[src/rtl/mips_mem_pkg.sv]
// mips_mem_pkg: shared types for the data-memory arbiter.
//   state_e   - arbiter FSM states
//   req_idx_t - requester index (0 = m0, 1 = m1)
package mips_mem_pkg;
    typedef enum logic [1:0] {IDLE, ACCESS, DONE} state_e;
    typedef logic req_idx_t;
    localparam int DEPTH_DEFAULT = 16;
    localparam req_idx_t REQ_M0 = 1'b0;
    localparam req_idx_t REQ_M1 = 1'b1;
endpackage

[src/rtl/rr_arb2.sv]
// rr_arb2: combinational two-way round-robin arbiter.
//   req  in  2  request per requester
//   last in  1  requester granted most recently
//   gnt  out 2  one-hot grant (zero when no request)
module rr_arb2
    import mips_mem_pkg::*;
(
    input  logic [1:0] req,
    input  req_idx_t   last,
    output logic [1:0] gnt
);
    // On a tie the requester that was not granted last wins.
    assign gnt[0] = req[0] & (~req[1] | (last == REQ_M1));
    assign gnt[1] = req[1] & (~req[0] | (last == REQ_M0));
endmodule

[src/rtl/dmem_arbiter.sv]
// dmem_arbiter: two-master data-memory arbiter, IDLE -> ACCESS -> DONE.
//   clk, reset            clock, async active-high reset
//   mN_req/we/addr/wdata  master requests (sampled in IDLE only)
//   mN_gnt/done/err       per-master grant, completion and range error pulses
//   rdata                 read result, valid with done
//   mem_*                 memory-side address, data and strobes; mem_rdata is combinational
module dmem_arbiter
    import mips_mem_pkg::*;
#(
    parameter int DATA_W = 32,
    parameter int DEPTH  = DEPTH_DEFAULT
) (
    input  logic              clk,
    input  logic              reset,
    input  logic              m0_req,
    input  logic              m0_we,
    input  logic [DATA_W-1:0] m0_addr,
    input  logic [DATA_W-1:0] m0_wdata,
    input  logic              m1_req,
    input  logic              m1_we,
    input  logic [DATA_W-1:0] m1_addr,
    input  logic [DATA_W-1:0] m1_wdata,
    output logic              m0_gnt,
    output logic              m1_gnt,
    output logic              m0_done,
    output logic              m1_done,
    output logic              m0_err,
    output logic              m1_err,
    output logic [DATA_W-1:0] rdata,
    output logic [DATA_W-1:0] mem_addr,
    output logic [DATA_W-1:0] mem_wdata,
    output logic              mem_write,
    output logic              mem_read,
    input  logic [DATA_W-1:0] mem_rdata
);
    state_e            state_q, state_d;
    req_idx_t          last_q, last_d;
    logic              we_q, we_d;
    logic [1:0]        gnt_q, gnt_d, done_q, done_d, err_q, err_d, arb_gnt;
    logic [DATA_W-1:0] rdata_q, rdata_d, mem_addr_q, mem_addr_d, mem_wdata_q, mem_wdata_d;
    logic              mem_write_q, mem_write_d, mem_read_q, mem_read_d;
    req_idx_t          win;
    logic              sel_we, sel_ok, addr_ok;
    logic [DATA_W-1:0] sel_addr, sel_wdata;

    rr_arb2 u_arb (.req({m1_req, m0_req}), .last(last_q), .gnt(arb_gnt));

    assign win       = arb_gnt[1];
    assign sel_we    = win ? m1_we : m0_we;
    assign sel_addr  = win ? m1_addr : m0_addr;
    assign sel_wdata = win ? m1_wdata : m0_wdata;
    assign sel_ok    = sel_addr < DATA_W'(DEPTH);
    // mem_addr_q holds the latched address for the whole access.
    assign addr_ok   = mem_addr_q < DATA_W'(DEPTH);

    always_comb begin
        state_d     = state_q;
        last_d      = last_q;
        we_d        = we_q;
        gnt_d       = '0;
        done_d      = '0;
        err_d       = '0;
        rdata_d     = rdata_q;
        mem_addr_d  = mem_addr_q;
        mem_wdata_d = mem_wdata_q;
        mem_write_d = 1'b0;
        mem_read_d  = 1'b0;
        case (state_q)
            IDLE: if (|arb_gnt) begin
                state_d     = ACCESS;
                last_d      = win;
                we_d        = sel_we;
                gnt_d       = arb_gnt;
                mem_addr_d  = sel_addr;
                mem_wdata_d = sel_wdata;
                mem_write_d = sel_we & sel_ok;
                mem_read_d  = ~sel_we & sel_ok;
            end
            ACCESS: begin
                state_d = DONE;
                done_d  = (last_q == REQ_M1) ? 2'b10 : 2'b01;
                err_d   = addr_ok ? 2'b00 : done_d;
                rdata_d = (~we_q & addr_ok) ? mem_rdata : '0;
            end
            DONE:    state_d = IDLE;
            default: state_d = IDLE;
        endcase
    end

    always_ff @(posedge clk or posedge reset) begin
        if (reset) begin
            state_q     <= IDLE;
            last_q      <= REQ_M1;
            we_q        <= 1'b0;
            gnt_q       <= '0;
            done_q      <= '0;
            err_q       <= '0;
            rdata_q     <= '0;
            mem_addr_q  <= '0;
            mem_wdata_q <= '0;
            mem_write_q <= 1'b0;
            mem_read_q  <= 1'b0;
        end else begin
            state_q     <= state_d;
            last_q      <= last_d;
            we_q        <= we_d;
            gnt_q       <= gnt_d;
            done_q      <= done_d;
            err_q       <= err_d;
            rdata_q     <= rdata_d;
            mem_addr_q  <= mem_addr_d;
            mem_wdata_q <= mem_wdata_d;
            mem_write_q <= mem_write_d;
            mem_read_q  <= mem_read_d;
        end
    end

    assign {m1_gnt, m0_gnt}   = gnt_q;
    assign {m1_done, m0_done} = done_q;
    assign {m1_err, m0_err}   = err_q;
    assign rdata              = rdata_q;
    assign mem_addr           = mem_addr_q;
    assign mem_wdata          = mem_wdata_q;
    assign mem_write          = mem_write_q;
    assign mem_read           = mem_read_q;
endmodule

[config.mk]
export PLATFORM = sky130hd
export DESIGN_NAME = dmem_arbiter
export DESIGN_NICKNAME = d
export VERILOG_FILES = /design/src/rtl/mips_mem_pkg.sv /design/src/rtl/rr_arb2.sv /design/src/rtl/dmem_arbiter.sv
export SDC_FILE = /design/constraint.sdc
export NUM_CORES = 1
export LEC_CHECK = 0
export CORE_MARGIN = 2
export CORE_UTILIZATION = 39
export DETAILED_ROUTE_END_ITERATION = 6
export PLACE_DENSITY = 0.81
export SLEW_MARGIN = 10
export SYNTH_ARGS = -nofsm -noshare
export SYNTH_HDL_FRONTEND = slang
export SYNTH_SLANG_ARGS = --single-unit
[constraint.sdc]
create_clock -name clk -period 3.68 [get_ports clk]
set_input_delay 0.368 -clock clk [delete_from_list [all_inputs] [get_ports clk]]
set_output_delay 0.368 -clock clk [all_outputs]
set_load 0.005 [all_outputs]
==> impl_summary.txt <==
----------------------------------------------------
[Global routing]
  First-pass GRT wire length ... 24300 um
  Number of antenna violations at the first check in global routing ... 0
  Via count of the first global-routing pass ... 4912
  Global-route usage over all layers ... 0.234
  Overall overflow remaining after global route ... 0
  Pin count of the biggest net entering global routing ... 88

[Clock tree]
  Insertion delay of the later-clocked pin in the worst-skew pair ... 0.34 ns
  TritonCTS clock tree ... yes
  Clock tree sinks ... 108
  Library cell used as clock root buffer ... clkbuf_16
  Maximum buffer depth of the clock tree ... 2
  H-tree levels ... 3
  # hold bufs at CTS ... 0
  Clock buffer count from CTS ... 9
  Quantity of gates resized following cts ... 0
  Number of buffers inserted by post-CTS setup repair ... 0
  Register clock-pin slew on the reported worst setup and hold paths ... 0.07 ns

[Timing]
  Final clock skew ... 0.00834 ns
  RSZ-0062 raised after global routing ... false
  Part of the cycle the worst path needs ... 0.616
  Highest achievable clock rate ... 0.441 GHz
  Worst-margin pin slew ... 1.05 ns
  Fin. Hold Viols ... 0
  Setup TNS ... 0 ns
  Shortest clock period the worst path allows after layout ... 2.27 ns
  Final number of setup-violating endpoints ... 0
  Slew headroom ... 0.299
  Number of pins exceeding their max-slew limit in the final report ... 0

[Critical path]
  Worst path depth ... 5
  Top cell family by delay on the critical path ... buffers and inverters
  Max FO, Critical Path ... 35
  Cells traversed along the worst timing path ... nand2b_1, buf_4, clkinv_1, and2_1, nor2b_1
  Startpoint Class ... flop
  Largest stage delay on the critical path ... 0.79 ns
  Worst path buffer plus inverter count ... 2
  Signal arrival time at the worst endpoint ... 2.48 ns
  Critical path type ... flop to flop
  Worst setup path startpoint ... state_q[0]
  Slowest stage cell, crit path ... clkinv_1
  Register-to-register setup slack ... 1.41 ns
  Required time of the critical path ... 3.90 ns
  Endpoint class of the critical path ... flop
  Crit path to ... err_q[1]
  Cell depth of the worst flop-to-flop path ... 5
  Reg-to-Reg End ... err_q[1]
  Startpoint of the worst-slack reg-to-reg timing path ... state_q[0]

[Logic synthesis]
  Leading cell types by total area after synthesis ... dfrtp_1 55%, nand2_1 10%, a31oi_1 8.5%
  Register area share after synthesis ... 0.559
  Number of synthesis warnings ... 0
  Post-Synthesis Mean Instance Area ... 9.23 um^2
  Cell count after synthesis ... 524
  Synth Cell Area ... 4830 um^2
  Count of cell types in the netlist ... 28
  Mapped Nets ... 690
  Number of storage elements in the synthesis netlist ... 108
  Portion of synthesized cell area occupied by the leading cell type ... 0.554
  Post-synth top area cell ... dfrtp_1

[Route]
  Count of routing violations after the opening detailed-route iteration ... 452
  Antenna Violating Nets Remaining ... 0
  DRT Wirelength ... 15700 um
  Number of vias after detailed routing ... 4924
  Per-cell via count in the routed design ... 5.19
  Post-detailed-route DRC marker count ... 0
  Length of routed wiring on met1 ... 6010 um
  Highest layer used for signal routing ... met5
  Avg WL per Cell ... 16.5 um
  First-pass iteration count of the detailed router ... 6
  WL met3 ... 1310 um
  Met2 layer wire length in the routed design ... 7920 um

[Power]
  Total power of the final layout ... 4.86 mW
  Cell area power density ... 615 nW/um^2
  Max rail drop VDD ... 0.342 mV
  LEAKAGE ... 3.29 nW

[Cells and area]
  Filler cell count in the final layout ... 939
  Leading cell types in the layout, fill and taps excluded ... 269 x clkdlybuf4s50_1, 131 x nand2_1, 107 x dfrtp_1
  Layout area overhead ... 63.6%
  Share of cells above drive strength 1 ... 0.0423
  Fin cells ... 948
  Count of inserted antenna diode cells ... 0
  Final core utilization ... 0.656
  NumNets Final ... 941
  Leading cell type in the layout, fill and taps excluded ... clkdlybuf4s50_1

[Place]
  Cell Count Post-Placement ... 932
  Count of port buffers added during placement ... 269
  Final RePlAce weighted congestion ... 0.946
  HPWL after detailed placement ... 11700 um

[Status]
  Result of the run ... finished clean

[Run]
  # Max-Cap Violations ... 0

[Floorplanning]
  Chip height ... 115 um
  Placeable Area ... 12100 um^2
  Die footprint ... 13300 um^2
  Rows ... 40
  Die Width ... 115 um
  I/O Pins ... 270
  Initial Utilization ... 0.401

[Worst hold path]
  Launch instance of the worst min-delay path ... mem_wdata[25]
  Worst min-delay path category ... flop to flop

----------------------------------------------------
sequential cells by signal, summed over array words and instances (netlist names):
| name | count |
|---|---|
| done_q | 2 |
| err_q | 2 |
| gnt_q | 2 |
| last_q | 1 |
| mem_addr | 32 |
| mem_read | 1 |
| mem_wdata | 32 |
| mem_write | 1 |
| rdata | 32 |
| state_q | 2 |
| we_q | 1 |
layout make-up:
| cell class | instances | area, um^2 | area share |
|---|---|---|---|
| clock inverter | 4 | 23.8 | 0.00301 |
| clock buffer | 12 | 246 | 0.0312 |
| tap | 168 | 210 | 0.0266 |
| inverter | 4 | 18.8 | 0.00237 |
| timing repair buffer | 279 | 2770 | 0.350 |
| multi-input combinational | 373 | 1940 | 0.245 |
| sequential | 108 | 2700 | 0.342 |
power breakdown:
group / internal, mW / switching, mW / leakage [nW] / total [mW]
clock: 0.478 / 0.415 / 0.137 / 0.892
sequential: 1.60 / 0.285 / 1.32 / 1.89
combinational: 1.11 / 0.972 / 1.84 / 2.08
per-stage QoR:
step,hold slack [ns],instance area (um^2),worst slack [ns]
2_1_floorplan,0.431,4830,0.468
3_3_place_gp,0.533,7640,1.47
3_5_place_dp,0.542,7640,1.43
4_1_cts,0.554,7910,1.42
5_1_grt,0.576,7910,1.22
6_report,0.549,7910,1.41
kinds of logic (layout without fill, tap and decap cells):
logic type / Yosys count / in the layout / synth area share
compound gates: 106 / 106 / 0.154
buf+inv: 43 / 299 / 0.0424
flops: 108 / 108 / 0.559
simple gates: 267 / 267 / 0.244
layer usage:
metal / vias to the layer above / GRT usage
met5: - / 0
met4: 2 / 0.0980
met3: 32 / 0.0585
met2: 244 / 0.406
met1: 2333 / 0.276
li1: 2313 / -
synthesized netlist by cell type (all sizes together):
cell,count
dfstp,1
a31oi,66
and2,34
nand3,1
clkbuf,20
o21a,1
dfrtp,107
nor2,69
nor3,4
o21ai,1
a21bo,1
clkinv,2
nor2b,1
a31o,32
a21boi,1
nor4,21
a21oi,3
nand2b,1
inv,2
o22ai,1
nand4,5
nand2,131
buf,19
worst min path at each step:
stage	end	cells after the start
global route	mem_wdata[10]	2
floorplan	last_q	1
global placement	mem_wdata[16]	2
finish	mem_wdata[25]	2
detailed placement	mem_wdata[25]	2
CTS	mem_wdata[5]	2
tightest hold or removal path, stage by stage, from the launching register on:
cell and delay [ns]:
dfrtp_1 0.34, nor2_1 0.05, a31oi_1 0.12
Power figures use the tool's default switching activity.
